--- src/rtl/sc_regshifter_bottomside.sv ---
// ---------------------------------------------------------------------------
// sc_regshifter_bottomside
// Bottom-row position register. Holds the player's row pattern and moves it
// one bit left/right on active-low commands, refusing moves past the row
// edges. A hold-off counter throttles how often a held button moves the
// pattern. All outputs are registered.
//
// Ports:
//   SC_RegSHIFTERBOTTOM_CLOCK_50          clock, rising edge
//   SC_RegSHIFTERBOTTOM_RESET_InLow       synchronous active-low reset
//   SC_RegSHIFTERBOTTOM_clear_InLow       restore RESET_VALUE (active-low)
//   SC_RegSHIFTERBOTTOM_load_InLow        load data_InBUS (active-low)
//   SC_RegSHIFTERBOTTOM_shiftleft_InLow   move toward MSB (active-low)
//   SC_RegSHIFTERBOTTOM_shiftright_InLow  move toward LSB (active-low)
//   SC_RegSHIFTERBOTTOM_data_InBUS        parallel load value
//   SC_RegSHIFTERBOTTOM_data_OutBUS       registered row pattern
//   SC_RegSHIFTERBOTTOM_moved_OutHigh     pulse: move accepted
//   SC_RegSHIFTERBOTTOM_blocked_OutHigh   pulse: move refused at an edge
//   SC_RegSHIFTERBOTTOM_busy_OutHigh      high during hold-off
// ---------------------------------------------------------------------------
module sc_regshifter_bottomside #(
    parameter int                   DATAWIDTH   = 8,
    parameter logic [DATAWIDTH-1:0] RESET_VALUE = 8'b00001000,
    parameter int                   HOLDOFF     = 4
) (
    input  logic                 SC_RegSHIFTERBOTTOM_CLOCK_50,
    input  logic                 SC_RegSHIFTERBOTTOM_RESET_InLow,
    input  logic                 SC_RegSHIFTERBOTTOM_clear_InLow,
    input  logic                 SC_RegSHIFTERBOTTOM_load_InLow,
    input  logic                 SC_RegSHIFTERBOTTOM_shiftleft_InLow,
    input  logic                 SC_RegSHIFTERBOTTOM_shiftright_InLow,
    input  logic [DATAWIDTH-1:0] SC_RegSHIFTERBOTTOM_data_InBUS,
    output logic [DATAWIDTH-1:0] SC_RegSHIFTERBOTTOM_data_OutBUS,
    output logic                 SC_RegSHIFTERBOTTOM_moved_OutHigh,
    output logic                 SC_RegSHIFTERBOTTOM_blocked_OutHigh,
    output logic                 SC_RegSHIFTERBOTTOM_busy_OutHigh
);

    localparam int CW = $clog2(HOLDOFF) + 1;
    localparam logic [CW-1:0] CNT_START = CW'(HOLDOFF - 1);

    typedef enum logic {IDLE, HOLD} state_t;

    state_t                state_q, state_d;
    logic [CW-1:0]         cnt_q, cnt_d;
    logic [DATAWIDTH-1:0]  data_q, data_d;
    logic                  moved_q, moved_d;
    logic                  blocked_q, blocked_d;
    logic                  busy_q, busy_d;

    logic req_left, req_right, at_edge;

    // Exactly one direction asserted forms a request; both or neither is none.
    assign req_left  = !SC_RegSHIFTERBOTTOM_shiftleft_InLow &&  SC_RegSHIFTERBOTTOM_shiftright_InLow;
    assign req_right =  SC_RegSHIFTERBOTTOM_shiftleft_InLow && !SC_RegSHIFTERBOTTOM_shiftright_InLow;
    // Edge checks look only at the end bits, so arbitrary loaded patterns
    // (including all-zero) are handled without a one-hot check.
    assign at_edge   = (req_left && data_q[DATAWIDTH-1]) || (req_right && data_q[0]);

    always_comb begin
        state_d   = state_q;
        cnt_d     = cnt_q;
        data_d    = data_q;
        moved_d   = 1'b0;
        blocked_d = 1'b0;
        busy_d    = 1'b0;
        if (!SC_RegSHIFTERBOTTOM_clear_InLow) begin
            // Clear and load abort any hold-off in progress.
            data_d  = RESET_VALUE;
            state_d = IDLE;
            cnt_d   = '0;
        end else if (!SC_RegSHIFTERBOTTOM_load_InLow) begin
            data_d  = SC_RegSHIFTERBOTTOM_data_InBUS;
            state_d = IDLE;
            cnt_d   = '0;
        end else begin
            case (state_q)
                IDLE: begin
                    if (req_left || req_right) begin
                        if (at_edge) begin
                            blocked_d = 1'b1;
                        end else begin
                            data_d  = req_left ? (data_q << 1) : (data_q >> 1);
                            moved_d = 1'b1;
                            // HOLDOFF of 1 means no hold-off: a held button
                            // moves every cycle straight from IDLE.
                            if (HOLDOFF > 1) begin
                                state_d = HOLD;
                                cnt_d   = CNT_START;
                                busy_d  = 1'b1;
                            end
                        end
                    end
                end
                HOLD: begin
                    // Counter values HOLDOFF-1 .. 1 each cost one busy cycle.
                    if (cnt_q <= 1) begin
                        state_d = IDLE;
                        cnt_d   = '0;
                    end else begin
                        cnt_d  = cnt_q - 1'b1;
                        busy_d = 1'b1;
                    end
                end
                default: begin
                    state_d = IDLE;
                    cnt_d   = '0;
                end
            endcase
        end
    end

    always_ff @(posedge SC_RegSHIFTERBOTTOM_CLOCK_50) begin
        if (!SC_RegSHIFTERBOTTOM_RESET_InLow) begin
            state_q   <= IDLE;
            cnt_q     <= '0;
            data_q    <= RESET_VALUE;
            moved_q   <= 1'b0;
            blocked_q <= 1'b0;
            busy_q    <= 1'b0;
        end else begin
            state_q   <= state_d;
            cnt_q     <= cnt_d;
            data_q    <= data_d;
            moved_q   <= moved_d;
            blocked_q <= blocked_d;
            busy_q    <= busy_d;
        end
    end

    assign SC_RegSHIFTERBOTTOM_data_OutBUS     = data_q;
    assign SC_RegSHIFTERBOTTOM_moved_OutHigh   = moved_q;
    assign SC_RegSHIFTERBOTTOM_blocked_OutHigh = blocked_q;
    assign SC_RegSHIFTERBOTTOM_busy_OutHigh    = busy_q;

endmodule

--- config.mk ---
export PLATFORM = sky130hd
export DESIGN_NAME = sc_regshifter_bottomside
export DESIGN_NICKNAME = d
export VERILOG_FILES = /design/src/rtl/sc_regshifter_bottomside.sv
export SDC_FILE = /design/constraint.sdc
export NUM_CORES = 1
export LEC_CHECK = 0
export ABC_AREA = 1
export CAP_MARGIN = 25
export CORE_ASPECT_RATIO = 0.6
export CORE_MARGIN = 5
export CORE_UTILIZATION = 27
export DETAILED_ROUTE_END_ITERATION = 10
export HOLD_SLACK_MARGIN = 0.03
export SLEW_MARGIN = 20
export SYNTH_ARGS = -nofsm -noshare
export SYNTH_HDL_FRONTEND = slang
export SYNTH_SLANG_ARGS = --single-unit
--- constraint.sdc ---
create_clock -name SC_RegSHIFTERBOTTOM_CLOCK_50 -period 1.9 [get_ports SC_RegSHIFTERBOTTOM_CLOCK_50]
set_input_delay 0.38 -clock SC_RegSHIFTERBOTTOM_CLOCK_50 [delete_from_list [all_inputs] [get_ports SC_RegSHIFTERBOTTOM_CLOCK_50]]
set_output_delay 0.38 -clock SC_RegSHIFTERBOTTOM_CLOCK_50 [all_outputs]
set_load 0.02 [all_outputs]
==> results.json <==
{
  "nFillCells": 305,
  "coreArea_mm2": 0.00291,
  "worstPathRequired_ns": 2.08,
  "worstRegToRegCells": 5,
  "yosysWarnings": 0,
  "syn_area_um2": 830,
  "area_growth_pct": 45.1,
  "die_w_um": 81.6,
  "finalCritPeriodShare_pct": 92.6,
  "grt_overflow": 0,
  "ios": 25,
  "crit_path_end_kind": "flop",
  "start_util_pct": 28.5,
  "clkTransAtPathRegs_ns": 0.06,
  "root_buffer": "clkbuf_8",
  "synth-edff-count": 0,
  "fin_skew_ns": 0.00125,
  "hpwl_mm": 1.63,
  "yosysSeqAreaShare_pct": 33.8,
  "cts_max_path_buffers": 2,
  "setup_viol": 0,
  "syn_avg_cell_area_um2": 6.53,
  "synth.distinct_cells": 18,
  "die_area_mm2": 0.00432,
  "floorplan.die.height_um": 52.9,
  "hold_path.class": "flop to flop",
  "postRouteWirelength_mm": 2.11,
  "synth_top_area_share_pct": 33.8,
  "vias": 883,
  "ant_nets": 0,
  "dpl.cell_count": 194,
  "slew_violations": 0,
  "timing.final.crit_period_ns": 1.76,
  "async_flop_share_pct": 0,
  "placed_cell_area_mm2": 0.00113,
  "grt_first_pass_wirelength_mm": 3.33,
  "layout-drive-gt1-share_pct": 12.2,
  "crit_path_max_fanout": 12,
  "num_antenna_cells": 0,
  "rrSetupSlack_ns": 0.72,
  "synthTopCellsByCount": "nand2_1, nand3_1, dfxtp_1",
  "clk_latency_ns": 0.25,
  "cellLeakagePower_nw": 0.529,
  "drc": 0,
  "hold_depth": 2,
  "final_cells": 198,
  "fmax_mhz": 568,
  "wl_per_cell_um": 10.7,
  "start_kind": "input port",
  "critical_path_class": "input port to flop",
  "yosysMostFrequentCell": "nand2_1",
  "antenna_found_initial": 0,
  "grt_pass1_vias": 762,
  "rsz0062_at_grt": "false",
  "synth_fp_nets": 146,
  "peakVddDrop_v": 0.000219,
  "viasPerCell": 4.46,
  "drt_iter0_drc": 51,
  "place_congestion": 0.792,
  "ys_seq_elements": 14,
  "cp.arrival_ns": 1.94,
  "rows": 15,
  "cts.htree.levels": 1,
  "io_buffers": 24,
  "tightest_slew_ns": 0.338,
  "powerDensity_mw_per_mm2": 639,
  "syn_inst": 127,
  "status": "finished clean",
  "cts_num_sinks": 14,
  "yosysTopAreaCell": "dfxtp_1",
  "drt_pass1_iterations": 4,
  "synth_ff_type": "dfxtp_1",
  "nets": 176,
  "slew_headroom_pct": 77.5,
  "synth_area_leaders": "dfxtp_1, nand2_1, nand3_1, ha_1, a21oi_1",
  "final_hold_viol_count": 0,
  "cts_tree": "built",
  "cts_buffers": 3,
  "grt_usage_pct": 10.4,
  "finalInstanceArea_mm2": 0.00120,
  "grt_max_degree": 13,
  "cap_viol_max_count": 0,
  "fin_total_pwr_mw": 0.769
}
==> report_power, final <==
part	switching [mW]	internal [mW]
combinational	0.0854	0.0725
sequential	0.0102	0.304
clock	0.113	0.184
total	0.209	0.560
==> flip-flops by register name (all words and copies together) (netlist names) <==
register / cells
SC_RegSHIFTERBOTTOM_blocked_OutHigh: 1
SC_RegSHIFTERBOTTOM_busy_OutHigh: 1
SC_RegSHIFTERBOTTOM_data_OutBUS: 8
SC_RegSHIFTERBOTTOM_moved_OutHigh: 1
cnt_q: 3
==> kinds of logic after synthesis <==
family,share of synthesized area [%]
AO/OA/AOI/OAI,8.60
XOR/XNOR,1.06
adder cells (fa/ha/maj),7.54
buffers and inverters,9.95
flip-flops,33.8
AND/OR/NAND/NOR,39.1
==> critical path, stage by stage <==
cell and delay, ns:
clkdlybuf4s50_1 0.49, inv_1 0.07, ha_1 0.31, nor2_2 0.16
nand3_4 0.19, nand2_2 0.16, nand2_1 0.06, a21oi_1 0.12
==> stage by stage <==
| stage | worst slack (ns) | util (%) | hold WS [ns] | setup TNS (ns) |
|---|---|---|---|---|
| after CTS | 0.0398 | 40.9 | 0.518 | 0 |
| after detailed placement | -0.197 | 39.0 | 0.509 | -1.43 |
| after global routing | 0.0411 | 41.4 | 0.550 | 0 |
| final | 0.141 | 41.4 | 0.515 | 0 |
| after floorplan | 0.541 | - | 0.483 | 0 |
| after global placement | -0.143 | 39.0 | 0.511 | -0.990 |
==> worst paths after layout <==
path | startpoint | endpoint
worst max-delay path | SC_RegSHIFTERBOTTOM_shiftleft_InLow | SC_RegSHIFTERBOTTOM_data_OutBUS[6]
worst min-delay path | cnt_q[2] | cnt_q[2]
worst max register to register | cnt_q[1] | cnt_q[1]
worst min register to register | cnt_q[2] | cnt_q[2]
==> timing repair <==
item                       in CTS  in global routing
hold buffers                    0                  0
setup endpoints to repair       0                  8
setup buffers                   0                  0
gates resized for setup         0                  3
==> metal layers <==
metal / GRT usage [%] / part of all wire (%) / wire length (um) / vias up
li1: - / - / - / 459
met1: 13.5 / 49 / 1020 / 391
met2: 15.7 / 44 / 930 / 33
met5: 0 / 0 / 0 / -
met4: 3.37 / 0 / 0 / 0
met3: 3.91 / 7.3 / 154 / 0
==> area by class of cell <==
cell class | count | area (um^2) | area share (%)
sequential | 14 | 280 | 23.3
clock buffer | 4 | 55.1 | 4.57
multi-input combinational | 94 | 482 | 40.0
tap | 42 | 52.6 | 4.37
timing repair buffer | 29 | 278 | 23.1
inverter | 15 | 56.3 | 4.68
==> placed cells by master (no fill, tap or decap) <==
cell type and count:
nand3b_1 1, nor2_1 3, a21oi_2 1, nand2_1 47, a21oi_1 9, buf_4 5, nand3_1 18, ha_1 5
o21ai_0 2, nand3_4 1, nor2_2 1, inv_1 12, nand2_2 3, xor2_1 1, nor2_4 1, dfxtp_1 14
inv_2 3, o21bai_1 1, clkdlybuf4s50_1 24, clkbuf_8 4
(Power assumes the default switching activity.)
